==> src/rtl/spi_arb_pkg.sv <==
// Shared definitions for the SPI transfer arbiter: read-path state encoding
// and the tag-width helper.
package spi_arb_pkg;

  typedef enum logic [1:0] {
    RD_IDLE = 2'd0,
    RD_WAIT = 2'd1,
    RD_OUT  = 2'd2
  } rd_state_t;

  // Returns the number of bits needed to index n items. The minimum is 1 bit.
  function automatic int clog2(input int n);
    int r;
    r = 1;
    for (int i = 1; i < 31; i++) begin
      if ((1 << i) < n) r = i + 1;
    end
    return r;
  endfunction

endpackage

==> src/rtl/spi_arb_tag_fifo.sv <==
// Tag queue recording which requester owns each in-flight SPI word, oldest at head.
module spi_arb_tag_fifo #(
  parameter int DEPTH = 8,
  parameter int WIDTH = 2
) (
  input  logic                       clk,
  input  logic                       reset_n,
  input  logic                       push,
  input  logic [WIDTH-1:0]           push_tag,
  input  logic                       pop,
  input  logic                       flush,
  output logic [WIDTH-1:0]           head,
  output logic [$clog2(DEPTH):0]     count,
  output logic                       empty,
  output logic                       full
);

  localparam int AW = $clog2(DEPTH);
  localparam int CW = AW + 1;

  logic [WIDTH-1:0] mem [DEPTH];
  logic [AW-1:0]    wr_ptr;
  logic [AW-1:0]    rd_ptr;

  always_ff @(posedge clk) begin
    if (push) mem[wr_ptr] <= push_tag;
  end

  // A flush discards everything, including a tag pushed in the same cycle.
  always_ff @(posedge clk) begin
    if (!reset_n || flush) begin
      wr_ptr <= '0;
      rd_ptr <= '0;
      count  <= '0;
    end else begin
      if (push) wr_ptr <= wr_ptr + 1'b1;
      if (pop)  rd_ptr <= rd_ptr + 1'b1;
      count <= count + CW'(push) - CW'(pop);
    end
  end

  assign head  = mem[rd_ptr];
  assign empty = (count == '0);
  assign full  = (count == CW'(DEPTH));

endmodule

==> src/rtl/spi_xfer_arbiter.sv <==
// Round-robin sharing of one SPI write/read FIFO pair among NUM_REQ requesters,
// with returned words routed by a tag queue and guarded by a timeout.
module spi_xfer_arbiter
  import spi_arb_pkg::*;
#(
  parameter int NUM_REQ     = 4,
  parameter int DATA_W      = 32,
  parameter int MAX_OUT     = 8,
  parameter int TIMEOUT_CYC = 4096
) (
  input  logic                        clk,
  input  logic                        reset_n,
  input  logic [NUM_REQ-1:0]          req_valid,
  input  logic [NUM_REQ*DATA_W-1:0]   req_data,
  output logic [NUM_REQ-1:0]          req_ready,
  output logic [NUM_REQ-1:0]          rsp_valid,
  output logic [DATA_W-1:0]           rsp_data,
  output logic                        wr_fifo_wrreq,
  output logic [DATA_W-1:0]           wr_fifo_data,
  input  logic                        wr_fifo_full,
  output logic                        rd_fifo_rdreq,
  input  logic [DATA_W-1:0]           rd_fifo_q,
  input  logic                        rd_fifo_empty,
  output logic [$clog2(MAX_OUT):0]    outstanding,
  output logic                        err_timeout,
  output logic                        err_stray,
  input  logic                        err_clr
);

  localparam int TW  = clog2(NUM_REQ);
  localparam int TMW = $clog2(TIMEOUT_CYC) + 1;

  rd_state_t      state, state_nxt;
  logic [TW-1:0]  last_grant, grant_idx, cand, head_tag;
  logic [NUM_REQ-1:0] grant;
  logic           found, can_accept, tag_pop, tag_full, tag_empty;
  logic           flush, stray_set;
  logic [TMW-1:0] timer;

  // A full tag queue still accepts when a pop frees a slot in the same cycle.
  assign can_accept = reset_n && !wr_fifo_full && (!tag_full || tag_pop);

  always_comb begin
    grant     = '0;
    grant_idx = '0;
    cand      = '0;
    found     = 1'b0;
    if (can_accept) begin
      for (int i = 1; i <= NUM_REQ; i++) begin
        cand = TW'((int'(last_grant) + i) % NUM_REQ);
        if (!found && req_valid[cand]) begin
          found     = 1'b1;
          grant_idx = cand;
        end
      end
    end
    if (found) grant[grant_idx] = 1'b1;
  end

  always_comb begin
    wr_fifo_data = '0;
    for (int i = 0; i < NUM_REQ; i++) begin
      if (grant[i]) wr_fifo_data = req_data[i*DATA_W +: DATA_W];
    end
  end

  assign req_ready     = grant;
  assign wr_fifo_wrreq = found;

  spi_arb_tag_fifo #(
    .DEPTH (MAX_OUT),
    .WIDTH (TW)
  ) u_tag_fifo (
    .clk      (clk),
    .reset_n  (reset_n),
    .push     (found),
    .push_tag (grant_idx),
    .pop      (tag_pop),
    .flush    (flush),
    .head     (head_tag),
    .count    (outstanding),
    .empty    (tag_empty),
    .full     (tag_full)
  );

  always_ff @(posedge clk) begin
    if (!reset_n) begin
      state    <= RD_IDLE;
      rsp_data <= '0;
    end else begin
      state <= state_nxt;
      if (state == RD_WAIT) rsp_data <= rd_fifo_q;
    end
  end

  always_comb begin
    state_nxt     = state;
    rd_fifo_rdreq = 1'b0;
    rsp_valid     = '0;
    tag_pop       = 1'b0;
    stray_set     = 1'b0;
    case (state)
      RD_IDLE: begin
        if (!rd_fifo_empty && reset_n) begin
          rd_fifo_rdreq = 1'b1;
          state_nxt     = RD_WAIT;
        end
      end
      RD_WAIT: state_nxt = RD_OUT;
      RD_OUT: begin
        if (!tag_empty) begin
          rsp_valid[head_tag] = 1'b1;
          tag_pop             = 1'b1;
        end else begin
          stray_set = 1'b1;
        end
        state_nxt = RD_IDLE;
      end
      default: state_nxt = RD_IDLE;
    endcase
  end

  // The timer only runs while words are in flight; any returned word restarts it.
  assign flush = (outstanding != '0) && !tag_pop && (timer == TMW'(TIMEOUT_CYC - 1));

  always_ff @(posedge clk) begin
    if (!reset_n) begin
      timer       <= '0;
      last_grant  <= TW'(NUM_REQ - 1);
      err_timeout <= 1'b0;
      err_stray   <= 1'b0;
    end else begin
      if (outstanding == '0 || tag_pop || flush) timer <= '0;
      else                                       timer <= timer + 1'b1;
      if (found) last_grant <= grant_idx;
      if (flush)        err_timeout <= 1'b1;
      else if (err_clr) err_timeout <= 1'b0;
      if (stray_set)    err_stray <= 1'b1;
      else if (err_clr) err_stray <= 1'b0;
    end
  end

endmodule

==> config.mk <==
export PLATFORM = sky130hd
export DESIGN_NAME = spi_xfer_arbiter
export DESIGN_NICKNAME = d
export VERILOG_FILES = /design/src/rtl/spi_arb_pkg.sv /design/src/rtl/spi_arb_tag_fifo.sv /design/src/rtl/spi_xfer_arbiter.sv
export SDC_FILE = /design/constraint.sdc
export NUM_CORES = 1
export LEC_CHECK = 0
export ABC_AREA = 1
export CORE_ASPECT_RATIO = 0.9
export CORE_MARGIN = 4
export CORE_UTILIZATION = 42
export CTS_CLUSTER_SIZE = 20
export DETAILED_ROUTE_END_ITERATION = 8
export PLACE_DENSITY = 0.87
export SETUP_SLACK_MARGIN = 0.5
export SYNTH_ARGS = -nofsm -noshare
export SYNTH_HDL_FRONTEND = slang
export SYNTH_SLANG_ARGS = --single-unit
export TNS_END_PERCENT = 10
==> constraint.sdc <==
create_clock -name clk -period 8 [get_ports clk]
set_input_delay 2.4 -clock clk [delete_from_list [all_inputs] [get_ports clk]]
set_output_delay 2.4 -clock clk [all_outputs]
set_load 0.01 [all_outputs]
Word-level counts from Yosys, hierarchy flattened. Memories as Yosys holds them, arrays and structs flattened. A register that Yosys moved wholly into a read port is not among the register bits. Cells that the tools add are included.

Bits in writable memories: 16. Memories kept: 1. Flip-flop bits (word level): 61. Output and inout bits: 80. Input port bits: 169. Logic and storage cells: 108.

Bitwise gates (word level): 1. Mux-type cells: 47. Reductions and logical operators: 28. Add/subtract/negate cells: 9. Equality and inequality tests: 5. Magnitude comparators: 8.

Memory list: u_tag_fifo.mem (words 8, bits a word 2, read ports 1, clocked after memory_dff 1, write ports 1, line spi_arb_tag_fifo.sv:21) `logic [WIDTH-1:0] mem [DEPTH];`.

Operators with widths (number): $mux 32 (4); $mux 1 (25); $lt 2x3->1 const B (6); $add 13x1->13 const B (1); $eq 13x12->1 const B (1); $mux 2 (6); $mux 4 (3); $logic_and 1x1->1 (10); $bmux 1 s2 (4); $logic_not 1->1 (8); $add 3x1->3 const B (2); $mux 3 (2); $add 2x1->2 const B (2); $add 2x2->2 const B (2); $add 4x1->4 (1); $demux 1 s2 (2); $eq 4x4->1 const B (1); $ge 2x1->1 const B (2); $logic_not 4->1 (1); $logic_or 1x1->1 (4); $pmux 2 s2 (1); $reduce_bool 2->1 (2); $reduce_bool 4->1 (1); $sub 4x1->4 (1); 6 further kinds (6).

Logic depth before layout (Yosys ltp). Gate-level depths: netlist (run 1).

Depth after elaboration: 27. Mapped depth: 16. Depth with buffers taken out: 14.

Cells and area by module. From an unflattened synthesis (run 1), not the netlist that was laid out.

Cells, all modules: 636. Area total of the unflattened synthesis: 4544.4 um^2.

Modules (own cells, without submodules): spi_xfer_arbiter (instances 1, cells each 485, area an instance 3185.6 um^2, sequential area each 1021.0 um^2); spi_arb_tag_fifo (instances 1, cells each 151, area an instance 1358.8 um^2, sequential area each 740.7 um^2).

Worst setup path after synthesis (run 1). OpenSTA, ideal clock, no wires.

Path kind: input -> output. Start: input reset_n. End: output wr_fifo_data[22]. Path buffers: 2. Arrival time: 3.815 ns. Path slack: 1.785 ns. Required time: 5.600 ns. Cell stages on the path: 11. Cell sequence: buf_4 -> inv_2 -> or2_1 -> a31oi_4 -> nand2_2 -> inv_2 -> nand2_2 -> nor2_4 -> buf_6 -> nand2_1 -> nand4_1.

Elaborated cells on any way between the ends: 14. Those cells by class: 2 x order compare; 9 x mux; 3 x reduce/logical.

RTL lines: start: declaration (line spi_xfer_arbiter.sv:12) `input logic reset_n,`; $logic_and 1x1->1 (2 in a row) (line spi_xfer_arbiter.sv:41) `assign can_accept = reset_n && !wr_fifo_full && (!tag_full || tag_pop);`; $mux 1 (line spi_xfer_arbiter.sv:48) `if (can_accept) begin`; net wr_fifo_wrreq (line spi_xfer_arbiter.sv:18) `output logic wr_fifo_wrreq,`; $mux 4 (line spi_xfer_arbiter.sv:57) `if (found) grant[grant_idx] = 1'b1;`; net req_ready[0] (line spi_xfer_arbiter.sv:15) `output logic [NUM_REQ-1:0] req_ready,`; $mux 32 (4 in a row) (line spi_xfer_arbiter.sv:63) `if (grant[i]) wr_fifo_data = req_data[i*DATA_W +: DATA_W];`; end: declaration (line spi_xfer_arbiter.sv:19) `output logic [DATA_W-1:0] wr_fifo_data,`.

The timed path passes the listed nets, and every way through them passes these cells.

Worst setup path after layout (run 1).
Start: input req_valid[3]. End: output wr_fifo_data[28].

Cells in the longest elaborated chain, start to end: 25. Elaborated cells on any way between the ends: 37. Those cells by class: 2 x order compare; 28 x mux; 7 x reduce/logical.

RTL lines: start: declaration (line spi_xfer_arbiter.sv:13) `input logic [NUM_REQ-1:0] req_valid,`; $bmux 1 s2 (line spi_xfer_arbiter.sv:51) `if (!found && req_valid[cand]) begin`; $mux 1 (implied by the code) (line spi_xfer_arbiter.sv:51); $mux 1 (line spi_xfer_arbiter.sv:51); $mux 1 (line spi_xfer_arbiter.sv:48); $logic_not 1->1 (line spi_xfer_arbiter.sv:51); $logic_and 1x1->1 (line spi_xfer_arbiter.sv:51); $mux 1 (line spi_xfer_arbiter.sv:51); $mux 1 (line spi_xfer_arbiter.sv:48); [7 not listed]; $mux 2 (line spi_xfer_arbiter.sv:48); $lt 2x3->1 (implied by the code) / $ge 2x1->1 (equally long branches) (line spi_xfer_arbiter.sv:57); $logic_and 1x1->1 (implied by the code) (line spi_xfer_arbiter.sv:57); $mux 1 (implied by the code) (line spi_xfer_arbiter.sv:57); $demux 1 s2 (line spi_xfer_arbiter.sv:57); $mux 4 (*) (line spi_xfer_arbiter.sv:57); $mux 32 (3 in a row) (line spi_xfer_arbiter.sv:63); $mux 32 (*) (line spi_xfer_arbiter.sv:63).

Every way passes the cells marked *; elsewhere a longest branch is shown, timed or not. The select of a mux whose other input is x is not followed.

==> results_tabular.tex, run 1 <==
\begin{tabular}{lr}
\hline
Metric & Value \\
\hline
\multicolumn{2}{l}{\textbf{Logic synthesis}} \\
\quad Portion of the post-synthesis area used by sequential elements & 39.9\% \\
\quad Synth Net Count & between 700 and 800 \\
\quad Most repeated cell in the gate-level netlist after synthesis & sky130\_fd\_sc\_hd\_\_nand2\_1 \\
\quad Most used DFF post-synth & sky130\_fd\_sc\_hd\_\_dfxtp\_1 \\
\quad Top post-synthesis cells by count & sky130\_fd\_sc\_hd\_\_nand2\_1 (126), sky130\_fd\_sc\_hd\_\_nor2\_1 (107), sky130\_fd\_sc\_hd\_\_nand4\_1 (66) \\
\quad Area contributors post-synth & sky130\_fd\_sc\_hd\_\_dfxtp\_1 (29\%), sky130\_fd\_sc\_hd\_\_edfxtp\_1 (11\%), sky130\_fd\_sc\_hd\_\_nand2\_1 (11\%) \\
\quad Gate Count Post-Synth & 608 \\
\quad Post-synth top area share & 29.0\% \\
\quad Synth cell types & 35 \\
\quad Biggest area consumer among synthesized cells & sky130\_fd\_sc\_hd\_\_dfxtp\_1 \\
\quad Post-Syn Area & between 4000 and 5000 µm² \\
\quad Flip-flop and latch count after synthesis & 80 \\
\quad Mean Syn Cell Area & 7.25 µm² \\
\quad Fraction of registers with async set/reset & 0\% \\
\quad Number of warnings reported in the yosys synthesis log & 0 \\
\quad EDFF count, synth & 16 \\
\multicolumn{2}{l}{\textbf{Place}} \\
\quad Cell Count Post-Placement & 956 \\
\quad GP Congestion & 0.947 \\
\quad HPWL Detailed & $\sim$12000 µm \\
\quad Count of buffers from port buffering & 248 \\
\quad Post-Place Worst Slack & 384 ps \\
\multicolumn{2}{l}{\textbf{Route}} \\
\quad Number of detailed-routing iterations run before antenna repair & 5 \\
\quad Via count & around 5200 \\
\quad Via-to-Cell Ratio & 5.37 \\
\quad Detailed-route wire length per cell & $\sim$17 µm \\
\quad Count of nets left with antenna violations after detail routing & 0 \\
\quad DRT Wirelength & 16600 µm \\
\quad Initial DRC Count & 286 \\
\quad Number of remaining DRC errors & 0 \\
\multicolumn{2}{l}{\textbf{Worst setup path}} \\
\quad Critical path fanouts, max & 26 \\
\quad Required time of the critical path & between 5000 and 6000 ps \\
\quad Critical path launch point type & input port \\
\quad CP Data Arrival Time & 5000 ps \\
\quad Crit. End Element & output port \\
\quad Class of the most critical setup path & input port to output port \\
\multicolumn{2}{l}{\textbf{STA}} \\
\quad Worst setup slack after layout & about 600 ps \\
\quad Transition time of the tightest slew-check pin & 970 ps \\
\quad RSZ-0062 raised after global routing & yes \\
\quad Final hold slack & 467 ps \\
\quad Number of failing setup endpoints in the final timing report & 0 \\
\quad Fin Clk Skew & roughly 6.5 ps \\
\quad Final hold vios & 0 \\
\quad Final-layout setup total negative slack & 0 ps \\
\quad Final Cycle Share & between 90\% and 100\% \\
\quad Relative max-transition margin & approximately a third \\
\quad Fmax & 135 MHz \\
\quad Time the worst path needs with I/O delays and setup & around 7400 ps \\
\quad Slew Limit Fails & 0 \\
\multicolumn{2}{l}{\textbf{Global routing}} \\
\quad Number of global-route vias before repair & 5042 \\
\quad Wire length of the first global-routing pass & 25200 µm \\
\quad Total grt overflow & 0 \\
\quad Largest net degree at the start of global routing & 43 \\
\quad Antenna violations before repair & 0 \\
\quad Overall routing resource usage & 25.8\% \\
\multicolumn{2}{l}{\textbf{Die}} \\
\quad Core box area & 10200 µm² \\
\quad Standard-cell rows & 35 \\
\quad Io pins & approximately 250 \\
\quad Die X & 116 µm \\
\quad Initial cell density of the core & 43.0\% \\
\quad Height of the die & 105 µm \\
\quad Total Die Area & 12200 µm² \\
\multicolumn{2}{l}{\textbf{Clocking}} \\
\quad H-Tree Depth & 3 \\
\quad Clock tree from TritonCTS & built \\
\quad Clock transition at path regs & 60 ps \\
\quad Buffer type at the clock tree root & sky130\_fd\_sc\_hd\_\_clkbuf\_16 \\
\quad Number of buffers created by CTS & 9 \\
\quad Worst-skew pair later-pin latency & 340 ps \\
\quad Num Clock Sinks & 80 \\
\quad Maximum clock path buffer count & 2 \\
\multicolumn{2}{l}{\textbf{Layout}} \\
\quad Antenna fix cells & 0 \\
\quad Area growth, synth to finish & 64.7\% \\
\quad Nets & 1020 \\
\quad Filler-free cell count of the finished design & 975 \\
\quad \# fillers & 782 \\
\quad Fraction of layout instances using a drive strength above 1 & 5.67\% \\
\multicolumn{2}{l}{\textbf{Power and ir drop}} \\
\quad Share of total power in combinational logic & between 40\% and 50\% \\
\quad Cell Pwr Density & approximately 210 nW/µm² \\
\quad Share of power burned in registers & 30.6\% \\
\quad Design internal power & 0.000986 W \\
\quad Total design power & about 0.0015 W \\
\quad Clock Power Share & 28.9\% \\
\quad Lkg Pwr & 2.78 nW \\
\quad Largest vdd supply drop & 0.000117 V \\
\quad Switching component of the power & about 0.00051 W \\
\quad Switching fraction of total power & 34.2\% \\
\multicolumn{2}{l}{\textbf{Worst hold path}} \\
\quad Hold Path Class & flop to flop \\
\multicolumn{2}{l}{\textbf{Run}} \\
\quad Count of max-cap constraint violations & 0 \\
\multicolumn{2}{l}{\textbf{Outcome}} \\
\quad Run status & complete, no violations \\
\hline
\end{tabular}
-- flip-flops by register name (all words and copies together) (netlist names), named ones only --
signal / count
rsp_data: 32
u_tag_fifo.mem: 16
timer: 13
u_tag_fifo.count: 4
u_tag_fifo.rd_ptr: 3
u_tag_fifo.wr_ptr: 3
last_grant: 2
state: 2
err_stray: 1
err_timeout: 1
-- placed cells by master (no fill, tap or decap), drive strengths merged, types with 4 or more instances in the layout --
cell type / synthesis / final
a21oi: 10 / 10
buf: 22 / 8
clkbuf: 14 / 11
clkdlybuf4s50: 0 / 248
dfxtp: 64 / 64
edfxtp: 16 / 16
ha: 9 / 9
inv: 41 / 43
nand2: 132 / 134
nand3: 45 / 45
nand4: 66 / 66
nor2: 110 / 110
nor3: 5 / 5
nor4: 4 / 4
o21ai: 43 / 43
o22ai: 4 / 4
or2: 4 / 4
xor2: 4 / 4
-- critical path, stage by stage --
cell	delay [ps]
sky130_fd_sc_hd__clkdlybuf4s50_1	410
sky130_fd_sc_hd__inv_1	60
sky130_fd_sc_hd__nand2_1	60
sky130_fd_sc_hd__nand3_1	130
sky130_fd_sc_hd__nand2_1	120
sky130_fd_sc_hd__nor2_4	170
sky130_fd_sc_hd__nand3_2	110
sky130_fd_sc_hd__nand2_1	100
sky130_fd_sc_hd__nand2_2	150
sky130_fd_sc_hd__nand2_8	180
sky130_fd_sc_hd__buf_6	220
sky130_fd_sc_hd__nand4_1	160
sky130_fd_sc_hd__nand4_1	160
sky130_fd_sc_hd__clkdlybuf4s50_1	550
-- per-stage QoR --
stage,area [µm²],utilization [%]
finish,7260,70.9
global route,7260,70.9
CTS,7210,70.4
detailed placement,6870,67.1
global placement,6870,67.1
floorplan,4410,-
-- routing by layer --
metal / track usage [%] / vias up / wire (µm)
li1: - / 2525 / -
met1: 30.5 / 2426 / 6470
met2: 43.1 / 228 / 8280
met3: 8.09 / 53 / 1210
met4: 10.8 / 0 / 672
met5: 0 / - / 0
-- power groups by stage --
stage / clock network, W / logic [W] / registers, W
global placement: 0 / 0.000558 / 0.000465
CTS: 0.000439 / 0.000583 / 0.000459
floorplan: 0 / 0.000323 / 0.000471
detailed placement: 0 / 0.000572 / 0.000468
global route: 0.000459 / 0.000659 / 0.000463
finish: 0.000433 / 0.000606 / 0.000459
-- area by class of cell --
class	instances	area [µm²]	area share [%]
Clock inverter	5	60.1	0.827
Inverter	41	159	2.19
Clock buffer	11	264	3.63
Sequential cell	80	1760	24.3
Tap cell	129	161	2.22
Multi-Input combinational cell	453	2300	31.6
Timing Repair Buffer	256	2560	35.3
-- kinds of logic after synthesis --
| family | count (synthesis) | share of synthesized area [%] |
|---|---|---|
| AO/OA/AOI/OAI | 64 | 8.03 |
| AND/OR/NAND/NOR | 370 | 38.8 |
| XOR/XNOR | 7 | 1.39 |
| adder cells (fa/ha/maj) | 10 | 3.01 |
| buffers and inverters | 77 | 8.88 |
| flip-flops | 80 | 39.9 |
-- worst paths after layout --
path	slack [ps]	to	cells after the start	from
worst max-delay path	600	wr_fifo_data[28]	14	req_valid[3]
worst min-delay path	470	timer[0]	1	timer[0]
worst max register to register	5570	u_tag_fifo.count[2]	11	u_tag_fifo.count[1]
worst min register to register	470	timer[0]	1	timer[0]
-- what timing repair did --
| action | 4_1_cts | 5_1_grt |
|---|---|---|
| hold buffers | 0 | 0 |
| pin swaps | 0 | 2 |
| gates cloned | 0 | 2 |
| setup endpoints to repair | 30 | 33 |
| buffers inserted | 0 | 1 |
| resized for setup | 3 | 7 |
No activity file was read; power rests on OpenSTA's default activity.
==> inputs of run 2 (changes only) <==
--- a/config.mk
+++ b/config.mk
@@ -6,12 +6,13 @@
 export NUM_CORES = 1
 export LEC_CHECK = 0
 export ABC_AREA = 1
-export CORE_ASPECT_RATIO = 0.9
+export CORE_ASPECT_RATIO = 2
 export CORE_MARGIN = 4
-export CORE_UTILIZATION = 42
+export CORE_UTILIZATION = 39
 export CTS_CLUSTER_SIZE = 20
 export DETAILED_ROUTE_END_ITERATION = 8
-export PLACE_DENSITY = 0.87
+export MAX_ROUTING_LAYER = met4
+export PLACE_DENSITY = 0.82
 export SETUP_SLACK_MARGIN = 0.5
 export SYNTH_ARGS = -nofsm -noshare
 export SYNTH_HDL_FRONTEND = slang
==> constraint.sdc (replaced) <==
create_clock -name clk -period 7.49 [get_ports clk]
set_input_delay 2.247 -clock clk [delete_from_list [all_inputs] [get_ports clk]]
set_output_delay 2.247 -clock clk [all_outputs]
set_load 0.01 [all_outputs]
==> run 2 against run 1 <==
Net effect: via count about the same; register-to-register slack got worse by 620 ps; non-clock buffer count rose by 3; sequential power grew 7.0%; critical path depth unchanged; global-route usage fell by 1.4 points; clock power decreased by 9.0%; routed wire length decreased by 0.61%; cell area about the same; power up 1.8%.
==> results_tabular.tex, run 2 (synthesized netlist as in run 1, its figures left out) <==
\begin{tabular}{lr}
\hline
Metric & Value \\
\hline
\multicolumn{2}{l}{\textbf{Outcome}} \\
\quad Run status & complete, no violations \\
\multicolumn{2}{l}{\textbf{Layout}} \\
\quad Nets & 1021 \\
\quad Fraction of layout instances using a drive strength above 1 & 5.67\% \\
\quad Area used by multi-input combinational logic & 2260 µm² \\
\quad Area growth, synth to finish & 64.6\% \\
\quad Filler-free cell count of the finished design & 986 \\
\quad \# fillers & 901 \\
\quad Antenna fix cells & 0 \\
\quad Sequential cell area & 1760 µm² \\
\quad Max FFs per register & 32 \\
\quad Highest-count cells in the layout ignoring fill and taps & sky130\_fd\_sc\_hd\_\_clkdlybuf4s50\_1 (248), sky130\_fd\_sc\_hd\_\_nand2\_1 (125), sky130\_fd\_sc\_hd\_\_nor2\_1 (107) \\
\quad Register name with the most flops & rsp\_data \\
\quad Largest registers in the final layout & rsp\_data (32), u\_tag\_fifo.mem (16), timer (13) \\
\quad Most common cell after layout, fill and taps aside & sky130\_fd\_sc\_hd\_\_clkdlybuf4s50\_1 \\
\multicolumn{2}{l}{\textbf{Place}} \\
\quad GP Congestion & between 1 and 1.5 \\
\quad Count of buffers from port buffering & between 200 and 250 \\
\quad Cell Count Post-Placement & a little under 1000 \\
\quad HPWL Detailed & 13200 µm \\
\multicolumn{2}{l}{\textbf{Clocking}} \\
\quad Count of hold-fix buffers inserted at cts & 0 \\
\quad Number of buffers created by CTS & 9 \\
\quad Worst-skew pair later-pin latency & 330 ps \\
\quad H-Tree Depth & 3 \\
\quad Buffer type at the clock tree root & sky130\_fd\_sc\_hd\_\_clkbuf\_16 \\
\quad Num Clock Sinks & 80 \\
\quad Clock tree from TritonCTS & built \\
\quad Clock transition at path regs & 50 ps \\
\quad Maximum clock path buffer count & 2 \\
\multicolumn{2}{l}{\textbf{Global routing}} \\
\quad Number of global-route vias before repair & 5182 \\
\quad Routing usage on met1 & 22.4\% \\
\quad Largest net degree at the start of global routing & 65 \\
\quad Overall routing resource usage & approximately 24\% \\
\quad Fraction of met2 tracks used by global routing & 46.9\% \\
\quad Total grt overflow & 0 \\
\quad Antenna violations before repair & 0 \\
\quad Wire length of the first global-routing pass & 25400 µm \\
\quad Most heavily used metal layer in global routing & met2 \\
\quad GR Layer Usage met3 & 6.58\% \\
\multicolumn{2}{l}{\textbf{STA}} \\
\quad Final Cycle Share & about 93\% \\
\quad Final-layout setup total negative slack & 0 ps \\
\quad Transition time of the tightest slew-check pin & 980 ps \\
\quad Relative max-transition margin & 34.6\% \\
\quad RSZ-0062 raised after global routing & yes \\
\quad Slew Limit Fails & 0 \\
\quad Fin Clk Skew & about 8.8 ps \\
\quad Fmax & 144 MHz \\
\quad Time the worst path needs with I/O delays and setup & 6960 ps \\
\quad Number of failing setup endpoints in the final timing report & 0 \\
\quad Final hold vios & 0 \\
\multicolumn{2}{l}{\textbf{Worst setup path}} \\
\quad Required time of the critical path & roughly 5200 ps \\
\quad Critical path launch point type & input port \\
\quad Class of the most critical setup path & input port to output port \\
\quad Crit. End Element & output port \\
\quad Critical path fanouts, max & 64 \\
\quad CP Data Arrival Time & $\sim$4700 ps \\
\multicolumn{2}{l}{\textbf{Die}} \\
\quad Height of the die & 158 µm \\
\quad Io pins & 249 \\
\quad Core box area & 11000 µm² \\
\quad Standard-cell rows & 54 \\
\quad Initial cell density of the core & between 40\% and 50\% \\
\quad Total Die Area & 13200 µm² \\
\quad Die X & 83.2 µm \\
\multicolumn{2}{l}{\textbf{Route}} \\
\quad Detailed-route wire length per cell & $\sim$17 µm \\
\quad Via count & 5228 \\
\quad Number of remaining DRC errors & 0 \\
\quad Number of detailed-routing iterations run before antenna repair & 4 \\
\quad Initial DRC Count & 183 \\
\quad Via-to-Cell Ratio & 5.30 \\
\quad Count of nets left with antenna violations after detail routing & 0 \\
\quad DRT Wirelength & 16500 µm \\
\multicolumn{2}{l}{\textbf{Power and ir drop}} \\
\quad Cell Pwr Density & 210 nW/µm² \\
\quad Lkg Pwr & 2.77 nW \\
\quad Largest vdd supply drop & between 0.00015 and 0.0002 V \\
\multicolumn{2}{l}{\textbf{Run}} \\
\quad Count of max-cap constraint violations & 0 \\
\multicolumn{2}{l}{\textbf{Worst hold path}} \\
\quad Hold Path Class & flop to flop \\
\hline
\end{tabular}
run 2: repair_timing:
action,4_1_cts,5_1_grt
cloned,0,1
setup endpoints to repair,33,33
buffers inserted,0,1
gates resized for setup,7,4
pin swaps,0,1
hold endpoints to repair,0,0
run 2: power by group:
part | leakage [nW] | switching (W) | total (W) | internal (W)
sequential | 0.672 | 0.0000210 | 0.000491 | 0.000470
clock | 0.132 | 0.000171 | 0.000394 | 0.000224
combinational | 1.97 | 0.000334 | 0.000639 | 0.000305
total | 2.77 | 0.000526 | 0.00152 | 0.000999
run 2: critical path: stages:
cell                              delay, ps
sky130_fd_sc_hd__clkdlybuf4s50_1        420
sky130_fd_sc_hd__inv_1                   70
sky130_fd_sc_hd__nand2_1                 70
sky130_fd_sc_hd__nand3_1                150
sky130_fd_sc_hd__nand2_2                100
sky130_fd_sc_hd__nor2_4                 160
sky130_fd_sc_hd__nand3_2                110
sky130_fd_sc_hd__nand2_1                 70
sky130_fd_sc_hd__nand2_1                 70
sky130_fd_sc_hd__nand2_4                140
sky130_fd_sc_hd__buf_16                 250
sky130_fd_sc_hd__nand4_1                170
sky130_fd_sc_hd__nand4_1                130
sky130_fd_sc_hd__clkdlybuf4s50_1        540
run 2: path summary, 6_finish.rpt:
check	depth (start not counted)	startpoint	slack [ps]	end
setup / recovery	14	req_valid[3]	530	wr_fifo_data[1]
hold / removal	1	timer[0]	450	timer[0]
setup reg to reg	14	last_grant[0]	4950	u_tag_fifo.count[1]
hold reg to reg	1	timer[0]	450	timer[0]
run 2: cell type report:
| cell class | count | area share (%) |
|---|---|---|
| inverters | 41 | 2.22 |
| well taps | 140 | 2.41 |
| flip-flops and latches | 80 | 24.3 |
| clock inverters | 6 | 0.603 |
| repair buffers | 259 | 36.2 |
| multi-input cells | 451 | 31.2 |
| clock buffers | 9 | 3.10 |
run 2: metal layers:
| layer | vias up | part of all wire, % |
|---|---|---|
| li1 | 2524 | - |
| met1 | 2397 | 33 |
| met2 | 260 | 55 |
| met3 | 47 | 7.6 |
| met4 | 0 | 4.3 |
| met5 | - | 0 |
run 2: through the flow:
stage	total power [W]	hold WS, ps	setup WS [ps]	cell area, µm²	utilization (%)
3_5_place_dp	0.00112	439	333	6910	62.8
4_1_cts	0.00151	452	482	7210	65.5
5_1_grt	0.00161	472	365	7260	65.9
2_1_floorplan	0.000848	418	1580	4410	-
3_3_place_gp	0.00109	427	392	6910	62.8
6_report	0.00152	450	528	7260	65.9
==> inputs of run 3 (changes only) <==
--- a/config.mk
+++ b/config.mk
@@ -6,14 +6,16 @@
 export NUM_CORES = 1
 export LEC_CHECK = 0
 export ABC_AREA = 1
+export CAP_MARGIN = 20
 export CORE_ASPECT_RATIO = 2
 export CORE_MARGIN = 4
-export CORE_UTILIZATION = 39
+export CORE_UTILIZATION = 42
 export CTS_CLUSTER_SIZE = 20
 export DETAILED_ROUTE_END_ITERATION = 8
 export MAX_ROUTING_LAYER = met4
-export PLACE_DENSITY = 0.82
+export PLACE_DENSITY = 0.87
 export SETUP_SLACK_MARGIN = 0.5
+export SLEW_MARGIN = 20
 export SYNTH_ARGS = -nofsm -noshare
 export SYNTH_HDL_FRONTEND = slang
 export SYNTH_SLANG_ARGS = --single-unit
==> constraint.sdc (replaced) <==
create_clock -name clk -period 8.3 [get_ports clk]
set_input_delay 2.49 -clock clk [delete_from_list [all_inputs] [get_ports clk]]
set_output_delay 2.49 -clock clk [all_outputs]
set_load 0.01 [all_outputs]
==> run 3 against run 2 <==
Net effect: power decreased by 9.4%; clock skew decreased by 0.51 ps; sequential power decreased by 9.8%; via count increased by 0.33%; largest cell class unchanged; critical path type unchanged; non-clock buffer count decreased by 4.
==> results_tabular.tex, run 3 (synthesized netlist as in run 1, its figures left out) <==
\begin{tabular}{lr}
\hline
Metric & Value \\
\hline
\multicolumn{2}{l}{\textbf{Global routing}} \\
\quad Total grt overflow & 0 \\
\quad Number of global-route vias before repair & 5242 \\
\quad Overall routing resource usage & 26.5\% \\
\quad Largest net degree at the start of global routing & between 40 and 50 \\
\quad Wire length of the first global-routing pass & around 25000 µm \\
\quad Antenna violations before repair & 1 \\
\multicolumn{2}{l}{\textbf{Layout}} \\
\quad Highest-count cells in the layout ignoring fill and taps & sky130\_fd\_sc\_hd\_\_clkdlybuf4s50\_1 (248), sky130\_fd\_sc\_hd\_\_nand2\_1 (125), sky130\_fd\_sc\_hd\_\_nor2\_1 (107) \\
\quad Largest registers in the final layout & rsp\_data (32), u\_tag\_fifo.mem (16), timer (13) \\
\quad Design area & 7210 µm² \\
\quad Fraction of layout instances using a drive strength above 1 & 5.21\% \\
\quad \# fillers & 823 \\
\quad Nets & 1018 \\
\quad Max FFs per register & 32 \\
\quad Most common cell after layout, fill and taps aside & sky130\_fd\_sc\_hd\_\_clkdlybuf4s50\_1 \\
\quad Post-layout util & 70.5\% \\
\quad Register name with the most flops & rsp\_data \\
\quad Area growth, synth to finish & 63.4\% \\
\multicolumn{2}{l}{\textbf{Route}} \\
\quad Via count & 5245 \\
\quad Detailed-route wire length per cell & 17.2 µm \\
\quad Via-to-Cell Ratio & 5.35 \\
\quad Top routing layer in use & met4 \\
\quad Initial DRC Count & 178 \\
\quad Metal2 WL & 8840 µm \\
\quad Number of remaining DRC errors & 0 \\
\quad DRT Wirelength & $\sim$17000 µm \\
\quad Post-Route M1 WL & 5190 µm \\
\quad Number of detailed-routing iterations run before antenna repair & 8 \\
\quad Routed wl met3 & 1640 µm \\
\quad Count of nets left with antenna violations after detail routing & 0 \\
\multicolumn{2}{l}{\textbf{STA}} \\
\quad Final hold slack & 462 ps \\
\quad Transition time of the tightest slew-check pin & 943 ps \\
\quad Time the worst path needs with I/O delays and setup & $\sim$7600 ps \\
\quad Number of failing setup endpoints in the final timing report & 0 \\
\quad RSZ-0062 raised after global routing & no \\
\quad Final Cycle Share & slightly above 90\% \\
\quad Slew Limit Fails & 0 \\
\quad Relative max-transition margin & 37.1\% \\
\quad Fin Clk Skew & $\sim$8.3 ps \\
\quad Fmax & 132 MHz \\
\quad Final-layout setup total negative slack & 0 ps \\
\quad Final hold vios & 0 \\
\quad Worst setup slack after layout & 719 ps \\
\multicolumn{2}{l}{\textbf{Place}} \\
\quad Post-detailed-placement cell area & between 6000 and 7000 µm² \\
\quad GP Congestion & 0.845 \\
\quad HPWL Detailed & about 13000 µm \\
\quad Count of buffers from port buffering & 248 \\
\quad Post-Place Worst Slack & about 560 ps \\
\multicolumn{2}{l}{\textbf{Clocking}} \\
\quad Clock tree from TritonCTS & built \\
\quad Worst-skew pair later-pin latency & about 340 ps \\
\quad Num Clock Sinks & 80 \\
\quad Buffer type at the clock tree root & sky130\_fd\_sc\_hd\_\_clkbuf\_16 \\
\quad Maximum clock path buffer count & 2 \\
\quad Clock transition at path regs & 70 ps \\
\quad Number of buffers created by CTS & 9 \\
\quad H-Tree Depth & 3 \\
\multicolumn{2}{l}{\textbf{Power and ir drop}} \\
\quad Share of power burned in registers & 32.0\% \\
\quad Cell Pwr Density & 192 nW/µm² \\
\quad Clock Power Share & between 20\% and 30\% \\
\quad Largest vdd supply drop & 0.000169 V \\
\quad Switching component of the power & 0.000488 W \\
\quad Share of total power in combinational logic & 41.6\% \\
\quad Design internal power & 0.000894 W \\
\quad Lkg Pwr & 2.75 nW \\
\quad Switching fraction of total power & 35.3\% \\
\multicolumn{2}{l}{\textbf{Run}} \\
\quad Count of max-cap constraint violations & 0 \\
\multicolumn{2}{l}{\textbf{Worst setup path}} \\
\quad Class of the most critical setup path & input port to output port \\
\quad Required time of the critical path & 5810 ps \\
\quad Critical path fanouts, max & 36 \\
\quad Critical path launch point type & input port \\
\quad CP Data Arrival Time & 5090 ps \\
\quad Crit. End Element & output port \\
\multicolumn{2}{l}{\textbf{Die}} \\
\quad Height of the die & 153 µm \\
\quad Io pins & 249 \\
\quad Core box area & 10200 µm² \\
\quad Standard-cell rows & 52 \\
\quad Total Die Area & roughly 12000 µm² \\
\quad Initial cell density of the core & 43.2\% \\
\quad Die X & about 80 µm \\
\multicolumn{2}{l}{\textbf{Worst hold path}} \\
\quad Hold Path Class & flop to flop \\
\multicolumn{2}{l}{\textbf{Outcome}} \\
\quad Run status & complete, no violations \\
\hline
\end{tabular}
==> run 3: worst paths after layout <==
path                              end  depth (start not counted)  slack, ps           startpoint
hold / removal               timer[0]                          1        460             timer[0]
setup / recovery     wr_fifo_data[12]                         13        720         req_valid[2]
setup reg to reg  u_tag_fifo.count[2]                         11       5820  u_tag_fifo.count[1]
hold reg to reg              timer[0]                          1        460             timer[0]
==> run 3: per-stage QoR <==
| step | std cells | power [W] |
|---|---|---|
| 2_1_floorplan | 608 | 0.000765 |
| 3_3_place_gp | 961 | 0.000977 |
| 3_5_place_dp | 961 | 0.00100 |
| 4_1_cts | 977 | 0.00136 |
| 5_1_grt | 980 | 0.00145 |
| 6_report | 980 | 0.00138 |
==> run 3: cell type report <==
class                      count  area (µm²)  area share (%)
timing repair buffer         255        2550            35.4
multi-input combinational    452        2280            31.7
sequential                    80        1760            24.4
clock buffer                  10         229            3.18
tap                          135         169            2.34
inverter                      41         161            2.24
clock inverter                 6        43.8           0.608
antenna                        1        2.50          0.0347
==> run 3: what timing repair did <==
action	in CTS	in global routing
buffers inserted	0	1
setup endpoints to repair	0	32
hold buffers	0	0
resized for setup	0	11
==> run 3: power groups by stage <==
stage / clock network [W] / registers (W) / logic, W
final: 0.000364 / 0.000443 / 0.000576
after global routing: 0.000384 / 0.000446 / 0.000625
after CTS: 0.000368 / 0.000443 / 0.000553
after detailed placement: 0 / 0.000451 / 0.000550
after global placement: 0 / 0.000449 / 0.000528
after floorplan: 0 / 0.000454 / 0.000311
==> run 3: worst max-delay path, cell delays in order <==
cell	delay (ps)
sky130_fd_sc_hd__clkdlybuf4s50_1	470
sky130_fd_sc_hd__nand2_1	60
sky130_fd_sc_hd__nand2_1	100
sky130_fd_sc_hd__inv_1	70
sky130_fd_sc_hd__nand2_1	110
sky130_fd_sc_hd__nand2_2	110
sky130_fd_sc_hd__o21ai_0	230
sky130_fd_sc_hd__nand3_2	240
sky130_fd_sc_hd__nand2_8	150
sky130_fd_sc_hd__buf_8	220
sky130_fd_sc_hd__nand4_1	110
sky130_fd_sc_hd__nand4_1	110
sky130_fd_sc_hd__clkdlybuf4s50_1	610
==> run 3: per-layer routing <==
| layer | GRT usage, % | vias up |
|---|---|---|
| met2 | 47.4 | 288 |
| met1 | 22.6 | 2359 |
| met4 | 18.7 | 0 |
| li1 | - | 2522 |
| met5 | - | - |
| met3 | 7.42 | 76 |
